==> config.mk <==
export PLATFORM = sky130hd
export DESIGN_NAME = hidden_cpu_sequencer
export DESIGN_NICKNAME = d
export VERILOG_FILES = /design/src/rtl/hidden_cpu_sequencer.sv
export SDC_FILE = /design/constraint.sdc
export NUM_CORES = 1
export LEC_CHECK = 0
export BUFFER_PORTS_ARGS = -buffer_cell sky130_fd_sc_hd__buf_2
export CORE_ASPECT_RATIO = 1.75
export CORE_UTILIZATION = 60
export DETAILED_ROUTE_END_ITERATION = 6
export PLACE_DENSITY_LB_ADDON = 0.2
export SETUP_SLACK_MARGIN = 0.4
export SLEW_MARGIN = 10
export SYNTH_ARGS = -nofsm -noshare
export SYNTH_HDL_FRONTEND = slang
export SYNTH_SLANG_ARGS = --single-unit
export TNS_END_PERCENT = 50
==> constraint.sdc <==
create_clock -name clk -period 3.9 [get_ports clk]
set_clock_uncertainty 0.1 [all_clocks]
set_input_delay 0.585 -clock clk [delete_from_list [all_inputs] [get_ports clk]]
set_output_delay 0.585 -clock clk [all_outputs]
set_load 0.02 [all_outputs]
==> src/rtl/hidden_cpu_sequencer.sv <==
// Buffers a short program of instruction words and replays it for a programmed number of passes.
// Optional HIDDENCPU_SEQ_STEP_EN adds a step_i input that gates each issued word.
module hidden_cpu_sequencer #(
    parameter int DEPTH = 16,
    parameter int IW    = 6
) (
    input  logic                     clk,
    input  logic                     rst,
    input  logic                     clear_i,
    input  logic                     load_valid_i,
    input  logic [IW-1:0]            load_data_i,
    output logic                     load_ready_o,
    input  logic                     start_i,
    input  logic [7:0]               loop_count_i,
    input  logic                     halt_i,
`ifdef HIDDENCPU_SEQ_STEP_EN
    input  logic                     step_i,
`endif
    output logic [IW-1:0]            instr_out_o,
    output logic                     instr_valid_o,
    output logic                     busy_o,
    output logic                     done_o,
    output logic [$clog2(DEPTH):0]   prog_len_o
);

    localparam int AW = $clog2(DEPTH);

    typedef enum logic [1:0] {IDLE, RUN, DONE} state_e;

    state_e          state_q;
    logic [AW:0]     prog_len_q;
    logic [AW-1:0]   rd_ptr_q;
    logic [7:0]      pass_cnt_q;
    logic [7:0]      loop_q;
    logic [IW-1:0]   out_q;
    logic            valid_q;
    logic            busy_q;
    logic            done_q;
    logic [IW-1:0]   mem_q [DEPTH];

    logic            load_fire;
    logic            issue_en;
    logic            last_word;
    logic            last_pass;
    logic [AW-1:0]   rd_ptr_d;
    logic [AW:0]     prog_len_d;

`ifdef HIDDENCPU_SEQ_STEP_EN
    assign issue_en = step_i;
`else
    assign issue_en = 1'b1;
`endif

    assign load_ready_o = (state_q == IDLE) && (prog_len_q < (AW+1)'(DEPTH)) && !clear_i;
    assign load_fire    = load_valid_i && load_ready_o;
    assign prog_len_d   = load_fire ? prog_len_q + (AW+1)'(1) : prog_len_q;

    // out_q always holds buf[rd_ptr_q]; a word is consumed on each edge where it is issued.
    assign last_word = ({1'b0, rd_ptr_q} == prog_len_q - (AW+1)'(1));
    assign last_pass = (loop_q != 8'd0) && (pass_cnt_q + 8'd1 == loop_q);
    assign rd_ptr_d  = last_word ? '0 : rd_ptr_q + AW'(1);

    // NOTE: the program buffer is plain storage with no reset; prog_len_q alone marks valid entries.
    always_ff @(posedge clk) begin
        if (load_fire) begin
            mem_q[prog_len_q[AW-1:0]] <= load_data_i;
        end
    end

    always_ff @(posedge clk or posedge rst) begin
        if (rst) begin
            state_q    <= IDLE;
            prog_len_q <= '0;
            rd_ptr_q   <= '0;
            pass_cnt_q <= '0;
            loop_q     <= '0;
            out_q      <= '0;
            valid_q    <= 1'b0;
            busy_q     <= 1'b0;
            done_q     <= 1'b0;
        end else begin
            case (state_q)
                IDLE: begin
                    done_q <= 1'b0;
                    if (clear_i) begin
                        prog_len_q <= '0;
                    end else begin
                        prog_len_q <= prog_len_d;
                        // A word loaded alongside start lands behind buf[0], so it joins this run.
                        if (start_i && prog_len_q != '0) begin
                            state_q    <= RUN;
                            rd_ptr_q   <= '0;
                            pass_cnt_q <= '0;
                            loop_q     <= loop_count_i;
                            out_q      <= mem_q[0];
                            valid_q    <= 1'b1;
                            busy_q     <= 1'b1;
                        end
                    end
                end
                RUN: begin
                    if (halt_i) begin
                        state_q <= IDLE;
                        out_q   <= '0;
                        valid_q <= 1'b0;
                        busy_q  <= 1'b0;
                    end else if (issue_en) begin
                        if (last_word && last_pass) begin
                            state_q <= DONE;
                            out_q   <= '0;
                            valid_q <= 1'b0;
                            done_q  <= 1'b1;
                        end else begin
                            rd_ptr_q <= rd_ptr_d;
                            out_q    <= mem_q[rd_ptr_d];
                            if (last_word) begin
                                pass_cnt_q <= pass_cnt_q + 8'd1;
                            end
                        end
                    end
                end
                DONE: begin
                    state_q <= IDLE;
                    done_q  <= 1'b0;
                    busy_q  <= 1'b0;
                end
                default: begin
                    state_q <= IDLE;
                    valid_q <= 1'b0;
                    busy_q  <= 1'b0;
                    done_q  <= 1'b0;
                end
            endcase
        end
    end

    assign instr_valid_o = valid_q && issue_en;
    assign instr_out_o   = issue_en ? out_q : '0;
    assign busy_o        = busy_q;
    assign done_o        = done_q;
    assign prog_len_o    = prog_len_q;

endmodule

==> summary.md <==
| Metric | Value |
|---|---|
| Synth top area share | `about 48%` |
| Critical path's top delay family | `compound AO/OA/AOI/OAI gates` |
| Path depth of the worst reg2reg path | `9` |
| Root Buffer | `clkbuf_16` |
| Starting Density | `roughly three fifths` |
| Post-route minimum period | `~3300 ps` |
| Ant. Diodes | `0` |
| Via-per-instance ratio | `between 6 and 7` |
| Distinct cells, synth | `59` |
| # nets final | `a little over 500` |
| Hold WC Path Type | `input pin to async pin` |
| Vias in the first global route | `roughly 4000` |
| Antenna violations before repair | `0` |
| Tcrit/Tclk final | `84.78%` |
| Final Hold Fails | `0` |
| RSZ-0062 raised after global routing | `no` |
| Core ar. | `about 9800 µm²` |
| Crit. End Element | `flop` |
| Leak | `around 0.0025 µW` |
| Total power | `~4600 µW` |
| Seq/Total Area, Yosys | `between 60% and 70%` |
| Avg WL per Cell | `about 22 µm` |
| Global Route Usage Sum | `28.56%` |
| Max Cap Viol | `0` |
| Syn Nets | `476` |
| CP max FO | `16` |
| Area contributors post-synth | `edfxtp_1, dfrtp_1, mux4_2` |
| # rows | `48` |
| Crit path capture | `instr_out_o[3]$_DFFE_PP0P_` |
| R2R Path End | `instr_out_o[3]$_DFFE_PP0P_` |
| Critical path launch point type | `flop` |
| Synthesized area per cell | `~13 µm²` |
| CTS tree | `built` |
| CP cell instances | `inv_1 -> ha_1 -> o21ba_1 -> a221oi_1 -> o2111a_2 -> nand2b_1 -> nor2_1 -> a2111oi_0 -> a211oi_1` |
| Most common cell after layout, fill and taps aside | `edfxtp_1` |
| IO Pins | `35` |
| Antenna Nets Post-Route | `0` |
| Dpl cell area | `6259 µm²` |
| Clock Path Buffers | `2` |
| Drt first pass iters | `5` |
| Largest net degree at the start of global routing | `50` |
| Ys async rst share | `between 20% and 30%` |
| Fmax | `around 300 MHz` |
| CP peak stage delay | `560 ps` |
| Postcts setup bufs | `0` |
| DRC errors left | `0` |
| CTS Buf Count | `17` |
| Critical Path RT | `4070 ps` |
| PwrDens | `around 670 nW/µm²` |
| Critical path class | `flop to flop` |
| YS warnings | `0` |
| Total Die Area | `10490 µm²` |
| CP bufs+invs | `1` |
| Slew HR | `46.34%` |
| Post-synth EDFFs | `96` |
| Most frequent cells in the layout | `edfxtp_1, nor2_1, dfrtp_1` |
| P&R area growth vs syn | `13.05%` |
| FF+latch count, synth | `between 100 and 150` |
| Max VDD drop | `around 600 µV` |
| Worst-path clk slew | `roughly 60 ps` |
| Pins Over Slew Limit | `0` |
| WP depth | `9` |
| Largest area contributor in the netlist | `edfxtp_1` |
| Post-CTS Resized | `0` |
| Reg-to-Reg Start | `prog_len_o[0]$_DFFE_PP0P_` |
| Port bufs | `34` |
| Final setup violation count | `0` |
| Die Y | `around 130 µm` |
| Design area | `approximately 7000 µm²` |
| GRT Residual Overflow | `0` |
| Slowest cell on crit path | `a2111oi_0` |
| Iteration-0 DRC Markers | `between 200 and 300` |
| GPL Wtd Cong | `~0.88` |
| CP arrival | `3470 ps` |
| Mapped Cells | `approximately 450` |
| Final TNS setup | `0 ps` |
| Worst reg2reg setup slack | `590 ps` |
| Slew @ Worst Pin | `a little over 800 ps` |
| First-pass GRT wire length | `around 21000 µm` |
| Vias | `roughly 3800` |
| Outcome | `completed` |
| Htree depth | `4` |
| Predominant post-synthesis flop cell | `edfxtp_1` |
| Post-Syn Area | `just over 6000 µm²` |
| Clock Sinks | `132` |
| Hpwl dp | `9934 µm` |
| Share of layout cells above drive strength 1 | `21.17%` |
| Clk_lat worst skew | `420 ps` |
| Hold_buf cts | `0` |
| Crit path from | `prog_len_o[0]$_DFFE_PP0P_` |
| Final WL | `13650 µm` |
| Die width | `~78 µm` |
[worst reg2reg max path: cells and delay by family (launching register included)]
| family | cells | cell delay [ps] |
|---|---|---|
| AND/OR/NAND/NOR | 2 | 530 |
| AO/OA/AOI/OAI | 5 | 1620 |
| buffers and inverters | 1 | 150 |
| adder cells (fa/ha/maj) | 1 | 280 |
| flip-flops | 1 | 480 |
[cell usage after synthesis (2+ instances only)]
cell type and instances:
a2111oi_0 9, a211oi_1 10, a21o_1 3, a21oi_1 10
a22oi_1 6, a311oi_1 6, a31oi_1 8, a32o_2 5
and3_1 2, buf_1 2, buf_2 6, buf_4 2
buf_6 5, clkbuf_1 8, dfrtp_1 36, edfxtp_1 96
ha_1 7, inv_1 10, mux2_2 13, mux2i_1 8
mux4_2 8, nand2_1 28, nand2b_1 15, nand3_1 11
nand4_1 6, nand4b_1 5, nor2_1 39, nor2b_1 6
nor3_1 5, nor4_1 2, o21a_1 2, o21ai_0 15
o21ai_1 7, o2bb2ai_1 2, o31ai_1 4, o41ai_1 3
or3_1 2, xnor2_1 6, xor2_1 11
[logic make-up after synthesis]
kind of cell	synth area share, %
XOR/XNOR	2.734
AND/OR/NAND/NOR	10.79
AO/OA/AOI/OAI	12.68
adder cells (fa/ha/maj)	1.450
multiplexers	6.732
buffers and inverters	2.983
flip-flops	62.63
[how the worst min path moves through the flow]
stage                                end
6_report       prog_len_o[2]$_DFFE_PP0P_
5_1_grt        prog_len_o[1]$_DFFE_PP0P_
4_1_cts        prog_len_o[1]$_DFFE_PP0P_
3_5_place_dp   pass_cnt_q[7]$_DFFE_PP0P_
3_3_place_gp          done_o$_DFFE_PP0P_
2_1_floorplan  pass_cnt_q[7]$_DFFE_PP0P_
[final cells by class]
cell class | instances | area, µm²
clock inverters | 15 | 145.1
flip-flops and latches | 132 | 3784
fillers | 713 | 3020
inverters | 11 | 41.29
multi-input cells | 283 | 2077
well taps | 125 | 156.4
repair buffers | 38 | 200.2
clock buffers | 17 | 425.4
[metal layers]
metal	GRT usage (%)	routed length, µm	vias to the layer above
met4	17.19	646	0
met2	53.00	7645	104
met1	28.75	4835	1884
li1	-	-	1806
met5	0	0	-
met3	5.878	526	28
[registers in the layout, indices dropped and copies added (netlist names)]
signal         count
prog_len_o         5
done_o             1
instr_out_o        6
busy_o             1
loop_q             8
instr_valid_o      1
mem_q             96
pass_cnt_q         8
rd_ptr_q           4
state_q            2
[stage by stage]
stage / hold WS, ps / util (%) / std cells / setup slack, ps
finish: 184.3 / 69.33 / 621 / 593.7
global route: 251.5 / 69.33 / 621 / 456.5
CTS: 201.6 / 69.33 / 621 / 601.9
detailed placement: 401.5 / 63.54 / 589 / 609.1
global placement: 376.1 / 63.54 / 589 / 715.8
floorplan: 372.4 / - / 449 / 1174
[report_power, final]
part	internal [µW]	leakage, µW	switching [µW]	total, µW
Sequential	1630	0.00134	140	1770
Combinational	491	0.000884	801	1290
Clock	893	0.000278	628	1520
(Power assumes the default switching activity.)
